## src/rtl/z3_dma_master_if.sv

```systemverilog
// Signal bundle between the Zorro III bus-master engine and its environment:
// the single-transfer request side from the SCSI DMA logic plus the Z3 bus pins.
interface z3_dma_master_if;
    // DMA request side
    logic        req;
    logic        rnw;
    logic [31:0] addr;
    logic [1:0]  siz;
    logic [31:0] wdata;
    logic        done;
    logic        err;
    logic [31:0] rdata;

    // Zorro III bus side (asynchronous inputs are synchronised inside the engine)
    logic        br_n;
    logic        bg_n;
    logic        fcs_in_n;
    logic        dtack_n;
    logic        berr_n;
    logic        addr_oe;
    logic [31:0] addr_out;
    logic        fcs_n;
    logic        read;
    logic [3:0]  ds_n;
    logic        doe;
    logic        d_oe;
    logic [31:0] d_out;
    logic [31:0] d_in;

    modport master (
        input  req, rnw, addr, siz, wdata,
        input  bg_n, fcs_in_n, dtack_n, berr_n, d_in,
        output done, err, rdata,
        output br_n, addr_oe, addr_out, fcs_n, read, ds_n, doe, d_oe, d_out
    );

    modport slave (
        output req, rnw, addr, siz, wdata,
        output bg_n, fcs_in_n, dtack_n, berr_n, d_in,
        input  done, err, rdata,
        input  br_n, addr_oe, addr_out, fcs_n, read, ds_n, doe, d_oe, d_out
    );
endinterface

```

## src/rtl/z3_dma_master.sv

```systemverilog
// Zorro III bus-master cycle engine: arbitrates, runs one full Z3 cycle per request, ends on DTACK/BERR.
// Optional macro Z3M_TIMEOUT_EN adds a WAIT_ACK watchdog that aborts after TIMEOUT_CYC cycles.
module z3_dma_master #(
    parameter int unsigned ADDR_SETUP  = 2,
    parameter int unsigned DS_DELAY    = 2,
    parameter int unsigned TIMEOUT_CYC = 1024
) (
    input  logic            clk_i,
    input  logic            reset_i,
    z3_dma_master_if.master bus
);

    typedef enum logic [2:0] {
        IDLE,
        ARB,
        ASETUP,
        DSETUP,
        WAIT_ACK,
        TERM,
        RELEASE
    } state_e;

    if (ADDR_SETUP < 1 || ADDR_SETUP > 15) begin : g_bad_addr_setup
        $error("ADDR_SETUP must be within 1..15");
    end
    if (DS_DELAY < 1 || DS_DELAY > 15) begin : g_bad_ds_delay
        $error("DS_DELAY must be within 1..15");
    end
    if (TIMEOUT_CYC < 1) begin : g_bad_timeout
        $error("TIMEOUT_CYC must be at least 1");
    end

    // ------------------------------------------------------------------
    // Two-flop synchronisers for the asynchronous bus inputs; idle = 1
    // ------------------------------------------------------------------
    logic [3:0] sync1_q;
    logic [3:0] sync2_q;

    // NOTE: sequential state is assigned with <= so every flop samples pre-edge values.
    always_ff @(posedge clk_i) begin
        if (reset_i) begin
            sync1_q <= 4'hF;
            sync2_q <= 4'hF;
        end else begin
            sync1_q <= {bus.bg_n, bus.fcs_in_n, bus.dtack_n, bus.berr_n};
            sync2_q <= sync1_q;
        end
    end

    logic bg_s;
    logic fcs_in_s;
    logic dtack_s;
    logic berr_s;

    assign bg_s     = sync2_q[3];
    assign fcs_in_s = sync2_q[2];
    assign dtack_s  = sync2_q[1];
    assign berr_s   = sync2_q[0];

    // Active-low strobe for byte lanes a..min(a+n-1,3); byte k drives DS_n[3-k].
    function automatic logic [3:0] lane_strobes(input logic [1:0] a, input logic [1:0] siz);
        logic [2:0] last;
        logic [3:0] ds;
        last = {1'b0, a} + ((siz == 2'b00) ? 3'd3 : ({1'b0, siz} - 3'd1));
        if (last > 3'd3) begin
            last = 3'd3;
        end
        ds = 4'hF;
        for (int k = 0; k < 4; k++) begin
            if (k >= int'(a) && k <= int'(last)) begin
                ds[3-k] = 1'b0;
            end
        end
        return ds;
    endfunction

    // ------------------------------------------------------------------
    // State and registered outputs
    // ------------------------------------------------------------------
    state_e      state_q,    state_d;
    logic [3:0]  cnt_q,      cnt_d;
    logic        rnw_q,      rnw_d;
    logic [1:0]  siz_q,      siz_d;
    logic        br_n_q,     br_n_d;
    logic        addr_oe_q,  addr_oe_d;
    logic [31:0] addr_out_q, addr_out_d;
    logic        fcs_n_q,    fcs_n_d;
    logic        read_q,     read_d;
    logic [3:0]  ds_n_q,     ds_n_d;
    logic        doe_q,      doe_d;
    logic        d_oe_q,     d_oe_d;
    logic [31:0] d_out_q,    d_out_d;
    logic        done_q,     done_d;
    logic        err_q,      err_d;
    logic [31:0] rdata_q,    rdata_d;
    logic        tmo_hit;

`ifdef Z3M_TIMEOUT_EN
    localparam int unsigned TMO_W = $clog2(TIMEOUT_CYC + 1);

    logic [TMO_W-1:0] tmo_q, tmo_d;

    // Held at zero outside WAIT_ACK, so it starts fresh on every entry.
    always_comb begin
        tmo_d = '0;
        if (state_q == WAIT_ACK) begin
            tmo_d = tmo_q + TMO_W'(1);
        end
    end

    always_ff @(posedge clk_i) begin
        if (reset_i) begin
            tmo_q <= '0;
        end else begin
            tmo_q <= tmo_d;
        end
    end

    assign tmo_hit = (tmo_q == TMO_W'(TIMEOUT_CYC - 1));
`else
    assign tmo_hit = 1'b0;
`endif

    always_ff @(posedge clk_i) begin
        if (reset_i) begin
            state_q    <= IDLE;
            cnt_q      <= '0;
            rnw_q      <= 1'b1;
            siz_q      <= '0;
            br_n_q     <= 1'b1;
            addr_oe_q  <= 1'b0;
            addr_out_q <= '0;
            fcs_n_q    <= 1'b1;
            read_q     <= 1'b1;
            ds_n_q     <= 4'hF;
            doe_q      <= 1'b0;
            d_oe_q     <= 1'b0;
            d_out_q    <= '0;
            done_q     <= 1'b0;
            err_q      <= 1'b0;
            rdata_q    <= '0;
        end else begin
            state_q    <= state_d;
            cnt_q      <= cnt_d;
            rnw_q      <= rnw_d;
            siz_q      <= siz_d;
            br_n_q     <= br_n_d;
            addr_oe_q  <= addr_oe_d;
            addr_out_q <= addr_out_d;
            fcs_n_q    <= fcs_n_d;
            read_q     <= read_d;
            ds_n_q     <= ds_n_d;
            doe_q      <= doe_d;
            d_oe_q     <= d_oe_d;
            d_out_q    <= d_out_d;
            done_q     <= done_d;
            err_q      <= err_d;
            rdata_q    <= rdata_d;
        end
    end

    // NOTE: every signal gets a default first, so no path through the case infers a latch.
    always_comb begin
        state_d    = state_q;
        cnt_d      = cnt_q;
        rnw_d      = rnw_q;
        siz_d      = siz_q;
        br_n_d     = br_n_q;
        addr_oe_d  = addr_oe_q;
        addr_out_d = addr_out_q;
        fcs_n_d    = fcs_n_q;
        read_d     = read_q;
        ds_n_d     = ds_n_q;
        doe_d      = doe_q;
        d_oe_d     = d_oe_q;
        d_out_d    = d_out_q;
        done_d     = 1'b0;
        err_d      = err_q;
        rdata_d    = rdata_q;

        unique case (state_q)
            IDLE: begin
                if (bus.req) begin
                    rnw_d      = bus.rnw;
                    siz_d      = bus.siz;
                    addr_out_d = bus.addr;
                    d_out_d    = bus.wdata;
                    br_n_d     = 1'b0;
                    state_d    = ARB;
                end
            end

            ARB: begin
                if (!bus.req) begin
                    br_n_d  = 1'b1;
                    state_d = IDLE;
                end else if (!bg_s && fcs_in_s && dtack_s) begin
                    // Granted and the previous owner has fully left the bus.
                    br_n_d    = 1'b1;
                    addr_oe_d = 1'b1;
                    read_d    = rnw_q;
                    cnt_d     = 4'(ADDR_SETUP);
                    state_d   = ASETUP;
                end
            end

            ASETUP: begin
                if (cnt_q == 4'd0) begin
                    fcs_n_d = 1'b0;
                    cnt_d   = 4'(DS_DELAY);
                    state_d = DSETUP;
                end else begin
                    cnt_d = cnt_q - 4'd1;
                end
            end

            DSETUP: begin
                if (cnt_q == 4'd0) begin
                    ds_n_d  = lane_strobes(addr_out_q[1:0], siz_q);
                    doe_d   = 1'b1;
                    d_oe_d  = ~rnw_q;
                    state_d = WAIT_ACK;
                end else begin
                    cnt_d = cnt_q - 4'd1;
                end
            end

            WAIT_ACK: begin
                if (!berr_s || !dtack_s || tmo_hit) begin
                    // BERR beats DTACK; a DTACK arriving with the timeout still counts as success.
                    err_d   = !berr_s || (dtack_s && tmo_hit);
                    if (rnw_q && berr_s && !dtack_s) begin
                        rdata_d = bus.d_in;
                    end
                    ds_n_d  = 4'hF;
                    doe_d   = 1'b0;
                    d_oe_d  = 1'b0;
                    fcs_n_d = 1'b1;
                    done_d  = 1'b1;
                    state_d = TERM;
                end
            end

            TERM: begin
                addr_oe_d = 1'b0;
                read_d    = 1'b1;
                state_d   = RELEASE;
            end

            RELEASE: begin
                if (dtack_s) begin
                    state_d = IDLE;
                end
            end

            default: begin
                state_d = IDLE;
            end
        endcase
    end

    assign bus.done     = done_q;
    assign bus.err      = err_q;
    assign bus.rdata    = rdata_q;
    assign bus.br_n     = br_n_q;
    assign bus.addr_oe  = addr_oe_q;
    assign bus.addr_out = addr_out_q;
    assign bus.fcs_n    = fcs_n_q;
    assign bus.read     = read_q;
    assign bus.ds_n     = ds_n_q;
    assign bus.doe      = doe_q;
    assign bus.d_oe     = d_oe_q;
    assign bus.d_out    = d_out_q;

endmodule
```

## src/flat_wrapper.sv

```systemverilog
// flat-port wrapper written by rule: the top's interface ports become plain ports
module z3_dma_master_flat 
#(
    parameter int unsigned ADDR_SETUP  = 2,
    parameter int unsigned DS_DELAY    = 2,
    parameter int unsigned TIMEOUT_CYC = 1024
)
  (clk_i, reset_i, bus_req, bus_rnw, bus_addr, bus_siz, bus_wdata, bus_bg_n, bus_fcs_in_n, bus_dtack_n, bus_berr_n, bus_d_in, bus_done, bus_err, bus_rdata, bus_br_n, bus_addr_oe, bus_addr_out, bus_fcs_n, bus_read, bus_ds_n, bus_doe, bus_d_oe, bus_d_out);
  z3_dma_master_if bus_i ();
  input  logic clk_i;
  input  logic reset_i;
  input wire logic [$bits(bus_i.req)-1:0] bus_req;
  input wire logic [$bits(bus_i.rnw)-1:0] bus_rnw;
  input wire logic [$bits(bus_i.addr)-1:0] bus_addr;
  input wire logic [$bits(bus_i.siz)-1:0] bus_siz;
  input wire logic [$bits(bus_i.wdata)-1:0] bus_wdata;
  input wire logic [$bits(bus_i.bg_n)-1:0] bus_bg_n;
  input wire logic [$bits(bus_i.fcs_in_n)-1:0] bus_fcs_in_n;
  input wire logic [$bits(bus_i.dtack_n)-1:0] bus_dtack_n;
  input wire logic [$bits(bus_i.berr_n)-1:0] bus_berr_n;
  input wire logic [$bits(bus_i.d_in)-1:0] bus_d_in;
  output wire logic [$bits(bus_i.done)-1:0] bus_done;
  output wire logic [$bits(bus_i.err)-1:0] bus_err;
  output wire logic [$bits(bus_i.rdata)-1:0] bus_rdata;
  output wire logic [$bits(bus_i.br_n)-1:0] bus_br_n;
  output wire logic [$bits(bus_i.addr_oe)-1:0] bus_addr_oe;
  output wire logic [$bits(bus_i.addr_out)-1:0] bus_addr_out;
  output wire logic [$bits(bus_i.fcs_n)-1:0] bus_fcs_n;
  output wire logic [$bits(bus_i.read)-1:0] bus_read;
  output wire logic [$bits(bus_i.ds_n)-1:0] bus_ds_n;
  output wire logic [$bits(bus_i.doe)-1:0] bus_doe;
  output wire logic [$bits(bus_i.d_oe)-1:0] bus_d_oe;
  output wire logic [$bits(bus_i.d_out)-1:0] bus_d_out;
  assign bus_i.req = bus_req;
  assign bus_i.rnw = bus_rnw;
  assign bus_i.addr = bus_addr;
  assign bus_i.siz = bus_siz;
  assign bus_i.wdata = bus_wdata;
  assign bus_i.bg_n = bus_bg_n;
  assign bus_i.fcs_in_n = bus_fcs_in_n;
  assign bus_i.dtack_n = bus_dtack_n;
  assign bus_i.berr_n = bus_berr_n;
  assign bus_i.d_in = bus_d_in;
  assign bus_done = bus_i.done;
  assign bus_err = bus_i.err;
  assign bus_rdata = bus_i.rdata;
  assign bus_br_n = bus_i.br_n;
  assign bus_addr_oe = bus_i.addr_oe;
  assign bus_addr_out = bus_i.addr_out;
  assign bus_fcs_n = bus_i.fcs_n;
  assign bus_read = bus_i.read;
  assign bus_ds_n = bus_i.ds_n;
  assign bus_doe = bus_i.doe;
  assign bus_d_oe = bus_i.d_oe;
  assign bus_d_out = bus_i.d_out;
  z3_dma_master #(.ADDR_SETUP(ADDR_SETUP), .DS_DELAY(DS_DELAY), .TIMEOUT_CYC(TIMEOUT_CYC)) u_core (.clk_i(clk_i), .reset_i(reset_i), .bus(bus_i));
endmodule
```

## config.mk

```make
export PLATFORM = sky130hd
export DESIGN_NAME = z3_dma_master_flat
export DESIGN_NICKNAME = d
export VERILOG_FILES = /design/src/rtl/z3_dma_master_if.sv /design/src/rtl/z3_dma_master.sv /design/src/flat_wrapper.sv
export SDC_FILE = /design/constraint.sdc
export NUM_CORES = 1
export LEC_CHECK = 0
export ABC_CLOCK_PERIOD_IN_PS = 2500
export CORE_AREA = 4 4 112 114
export CTS_CLUSTER_SIZE = 12
export DETAILED_ROUTE_END_ITERATION = 10
export DIE_AREA = 0 0 116 118
export GPL_ROUTABILITY_DRIVEN = 1
export PLACE_DENSITY = 0.78
export SLEW_MARGIN = 0
export SYNTH_ARGS = -nofsm -noshare
export SYNTH_HDL_FRONTEND = slang
export SYNTH_SLANG_ARGS = --single-unit
```

## constraint.sdc

```tcl
create_clock -name clk_i -period 2.5 [get_ports clk_i]
set_input_delay 0.375 -clock clk_i [delete_from_list [all_inputs] [get_ports clk_i]]
set_output_delay 0.375 -clock clk_i [all_outputs]
set_load 0.1 [all_outputs]
```

Yosys cells after proc, flatten, opt, wreduce, memory -nomap -nowiden
Index checks and enable logic that the tools add are counted.
Storage, ports and cells
  flip-flop bits (word level): 126
  input bits: 106
Operators by class
  add/subtract/negate cells: 3
  magnitude comparators: 7
  eq/ne operators: 15
  mux-type cells: 42
  bitwise operators: 2
  reduce and logical (&&, ||, !) cells: 28
Operators with widths (number)
  3-bit two-way mux: 11
  4-bit two-way mux: 6
  3-bit case mux with 7 select lines: 1
  1-bit two-way mux: 16
  3-bit AND reduction: 5
  1-bit case mux with 2 select lines: 6
  4-bit case mux with 3 select lines: 1
  2-bit by 1-bit != test with 1-bit output, second input constant: 5
  3-bit equality test, second input constant: 3
  4-bit case mux with 2 select lines: 1
  2-bit nonzero test: 4
  3-bit by 2-bit equality test with 1-bit output, second input constant: 2
  2-bit by 3-bit less-or-equal comparator with 1-bit output, first input constant: 2
  1-bit logical AND: 6
  2-bit != test, second input constant: 3
  6-bit AND reduction: 1
  1-bit by 2-bit greater-or-equal comparator with 1-bit output, first input constant: 2
  4-bit logical NOT: 1
  2-bit AND reduction: 2
  4-bit AND reduction: 1
  4-bit by 1-bit subtractor with 4-bit output, second input constant: 1
  2-bit by 3-bit adder with 3-bit output: 1
  3-bit by 1-bit equality test with 1-bit output, second input constant: 1
  3-bit by 2-bit > comparator with 1-bit output, second input constant: 1
  other kinds (11): 14

Longest topological paths before layout
  depth in word-level cells: 12
  gate-level depth with buffers: 9
  depth with buffers taken out: 9

Worst setup path after synthesis
OpenSTA, ideal clock, no wires.
  path type: register -> register
  start point: register u_core.addr_out_q[0], in the netlist u_core.bus.addr_out[0]
  end point: register u_core.ds_n_q[2], in the netlist u_core.bus.ds_n[2]
  arrival: 2259 ps
  required time: 2425 ps
  slack: 167 ps
  stages on the path, launching flop included: 7
  buffers on the path: 0
  path through: dfxtp_1 ha_1 inv_1 fa_1 inv_1 o311a_1 o21ai_0
Between the ends
  cells in the longest elaborated chain, start to end: 10
Ends and longest elaborated chain
  start: declaration: RTL line z3_dma_master.sv:86  | logic [31:0] addr_out_q, addr_out_d;
  start signal: assignment: RTL line z3_dma_master.sv:149  | addr_out_q <= addr_out_d;
  2-bit by 3-bit adder with 3-bit output: RTL line z3_dma_master.sv:64  | last = {1'b0, a} + ((siz == 2'b00) ? 3'd3 : ({1'b0, siz} - 3'd1));
  3-bit by 2-bit > comparator with 1-bit output: RTL line z3_dma_master.sv:65  | if (last > 3'd3) begin
  3-bit two-way mux: RTL line z3_dma_master.sv:65
  3-bit two-way mux: RTL line z3_dma_master.sv:218  | if (cnt_q == 4'd0) begin
  3-bit two-way mux: RTL line z3_dma_master.sv:181  | unique case (state_q)
  1-bit by 3-bit less-or-equal comparator with 1-bit output: RTL line z3_dma_master.sv:70  | if (k >= int'(a) && k <= int'(last)) begin
  1-bit logical AND *: RTL line z3_dma_master.sv:70
  1-bit two-way mux *: RTL line z3_dma_master.sv:70
  4-bit two-way mux *: RTL line z3_dma_master.sv:218
  4-bit case mux with 2 select lines *: RTL line z3_dma_master.sv:181
  end signal: assignment: RTL line z3_dma_master.sv:152  | ds_n_q <= ds_n_d;
  end: declaration: RTL line z3_dma_master.sv:89  | logic [3:0] ds_n_q, ds_n_d;
Every way passes the cells marked *; elsewhere a longest branch is shown, timed or not. The select of a mux whose other input is x is not followed.
A chain may end at the register's enable or synchronous reset.

Final worst setup path
  start point: register u_core.state_q[1]
  end point: register u_core.rdata_q[31], in the netlist u_core.bus.rdata[31]
Between the ends
  cells in the longest elaborated chain, start to end: 2
Ends and longest elaborated chain
  start: declaration: RTL line z3_dma_master.sv:80  | state_e state_q, state_d;
  start signal: assignment: RTL line z3_dma_master.sv:143  | state_q <= state_d;
  3-bit equality test: RTL line z3_dma_master.sv:181
  3-bit AND reduction (no source line)
  end signal: assignment: RTL line z3_dma_master.sv:158  | rdata_q <= rdata_d;
  end: declaration: RTL line z3_dma_master.sv:95  | logic [31:0] rdata_q, rdata_d;
No other way between the ends.

==> run_results.csv <==
group,metric,value,unit
floorplan,die_y,118,um
timing,skew,0.0107,ns
global_routing,grt_usage,19.0,%
yosys,synth_ff_type,"dfxtp_1",
timing,setup_viol,0,
timing,fmax,449,MHz
detailed_routing,drt_pass1_iterations,4,
detailed_routing,postRouteAntennaNets,0,
yosys,async_flop_share,0,%
final_layout,num_antenna_cells,0,
final_layout,drive_gt1_share,20.2,%
timing,slew_headroom,34.0,%
clock_tree,clockBufferDepth,2,
critical_path,cp-end-kind,"register",
worst_hold_path,hold_end,"u_core.bus.err",
yosys,syn_area,0.00465,mm^2
critical_path,cp.arrival,2.50,ns
global_routing,grt_pass1_wl,21.0,mm
placement,port_buffers,213,
global_routing,overflow,0,
outcome,outcome,"finished clean",
detailed_routing,num_vias,4532,
power,power_density,786,mW/mm^2
global_routing,grt_pass1_vias,4510,
final_layout,area_growth,54.4,%
job,maxCapViolCount,0,
critical_path,worstSetupStartpointType,"register",
clock_tree,post-cts-setup-buffer-count,0,
detailed_routing,drc,0,
critical_path,crit_path_max_fanout,32,
critical_path,r2r_slack,0.27,ns
global_routing,grt_max_degree,45,
critical_path,timing.rr.start,"u_core.state_q[1]",
clock_tree,clock-root-buffer,"clkbuf_16",
clock_tree,cts_max_level,4,
critical_path,r2r_end,"u_core.bus.rdata[31]",
placement,place.gp.congestion,0.813,
timing,fin_setup_tns,0,ns
final_layout,instances_no_fill,927,
floorplan,start_util,40.7,%
detailed_routing,drt_iter0_markers,168,
timing,fin_crit,2.23,ns
critical_path,r2r_cells,4,
power,ir_drop,0.000512,V
yosys,yosysWarnings,0,
critical_path,path_cells,"or3b_1, or3_1, nand2_1, a21oi_1",
timing,maxSlewViolCount,0,
timing,hold_viol_final,0,
clock_tree,clk_pin_slew_worst_paths,0.05,ns
worst_hold_path,hp-class,"in -> reg",
clock_tree,cts.repair.resized,0,
critical_path,cp.required,2.77,ns
yosys,synth_cell_types,43,
yosys,synth-seq-cells,126,
yosys,ys_seq_area_share,54.3,%
clock_tree,cts_tree,"built",
critical_path,crit_slowest_cell,"or3_1",
worst_hold_path,hold_depth,2,
placement,place_hpwl,9.74,mm
timing,tightest_slew,0.990,ns
clock_tree,clock_latency,0.41,ns
clock_tree,clkSinkCount,126,
global_routing,antenna_found_initial,0,
detailed_routing,routed_wl,13.4,mm
detailed_routing,vias_per_cell,4.89,
worst_hold_path,hp-start,"reset_i",
power,cellLeakagePower,2.91,nW
detailed_routing,avgRoutedWirePerCell,14.4,um
clock_tree,hold_buffers,0,
yosys,syn_inst,572,
placement,dp.cells,895,
floorplan,ioPinCount,214,
floorplan,dieArea,0.0137,mm^2
yosys,synth_fp_nets,683,
yosys,synth_edf_count,0,
floorplan,rows,39,
timing,grt_setup_unrepaired,"false",
floorplan,die-width,116,um
critical_path,cp_slowest_stage_delay,0.80,ns
final_layout,fin_nets,882,
timing,final.period_utilization,89.0,%
critical_path,path_class,"reg -> reg",
floorplan,core-area,0.0114,mm^2
clock_tree,cts_buffers,17,
yosys,syn-mean-instance-area,8.12,um^2
-- area by class of cell --
type                            instances  area [um^2]
Clock buffer                           26          499
Fill cell                             970         4250
Multi-Input combinational cell        397         1920
Inverter                                8         30.0
Sequential cell                       126         2520
Clock inverter                          6          105
Tap cell                              143          179
Timing Repair Buffer                  221         1920
-- power breakdown --
| part | total [mW] | internal (mW) | leakage (nW) | switching, mW |
|---|---|---|---|---|
| combinational | 1.01 | 0.306 | 1.59 | 0.701 |
| clock | 2.49 | 1.67 | 0.298 | 0.818 |
| sequential | 2.14 | 2.09 | 1.03 | 0.0523 |
| total | 5.64 | 4.07 | 2.91 | 1.57 |
-- worst max-delay path by stage --
stage	startpoint	to	slack, ns	cells after the start
2_1_floorplan	u_core.bus.addr_out[0]	u_core.bus.ds_n[2]	0.17	6
3_3_place_gp	bus_req	u_core.bus.d_out[17]	0.35	5
3_5_place_dp	u_core.state_q[0]	u_core.bus.rdata[18]	0.31	4
4_1_cts	u_core.state_q[0]	u_core.bus.rdata[31]	0.28	4
5_1_grt	u_core.state_q[0]	u_core.bus.rdata[31]	0.09	4
6_report	u_core.state_q[1]	u_core.bus.rdata[31]	0.27	4
-- routing by layer --
layer / vias to the layer above / wire (um) / global-route usage, %
met1: 2049 / 5430 / 21.1
li1: 2280 / - / -
met5: - / 0 / 0
met4: 0 / 236 / 6.89
met2: 183 / 6210 / 31.7
met3: 20 / 1490 / 8.74
-- synth_stat cells, drive strengths merged, types with 2 or more instances --
master,count,share of area [%]
and3,2,0.27
or3b,2,0.38
o21ai,7,0.75
o21a,4,0.65
inv,8,0.65
dfxtp,126,54
o41ai,2,0.38
a21oi,109,12
nor3,9,1.1
a21o,2,0.32
or2,8,1.1
nor2b,3,0.40
ha,4,1.1
a211oi,3,0.48
or3,2,0.27
nand2b,4,0.54
clkbuf,28,2.3
buf,13,1.8
nand2,207,17
nor2,10,0.81
nor3b,3,0.70
-- cells by family after synthesis --
logic type	after synthesis	share of synthesized area [%]
adders and majority gates	5	1.51
and+or+nand+nor	257	23.6
DFF	126	54.3
xor gates and xnor gates	1	0.189
buffers and inverters	49	4.74
AOI/OAI and AO/OA	134	15.6
-- metrics by stage --
step | worst slack, ns | cell area, um^2 | util (%) | total power [mW] | hold slack (ns)
3_5_place_dp | 0.308 | 6570 | 57.5 | 3.19 | 0.394
4_1_cts | 0.280 | 7170 | 62.8 | 5.70 | 0.374
6_report | 0.275 | 7170 | 62.8 | 5.64 | 0.390
5_1_grt | 0.0904 | 7170 | 62.8 | 5.85 | 0.384
2_1_floorplan | 0.167 | 4650 | - | 2.86 | 0.389
3_3_place_gp | 0.348 | 6570 | 57.5 | 3.18 | 0.394
-- critical path: cells and delay by family, from the launching register on --
kind | cells | cell delay [ns]
simple gates | 3 | 1.56
flops | 1 | 0.45
compound gates | 1 | 0.08
-- layout by cell type (no fill, tap or decap), drive strengths merged, types with 7 or more instances in the layout --
cell type	count
buf	117
nor3	9
nand2	207
nor2	10
inv	8
dfxtp	126
a21oi	109
clkbuf	26
o21ai	7
clkdlybuf4s50	104
or2	8
-- state kept, by name, summed over array words and instances, names as in the netlist --
signal and cells:
u_core.bus.doe 1, u_core.bus.ds_n 4, u_core.bus.done 1, u_core.cnt_q 4
u_core.siz_q 2, u_core.bus.br_n 1, u_core.sync1_q 4, u_core.rnw_q 1
u_core.state_q 3, u_core.bus.read 1, u_core.bus.fcs_n 1, u_core.sync2_q 4
u_core.bus.rdata 32, u_core.bus.addr_oe 1, u_core.bus.err 1, u_core.bus.d_out 32
u_core.bus.d_oe 1, u_core.bus.addr_out 32
No activity file was read; power rests on OpenSTA's default activity.
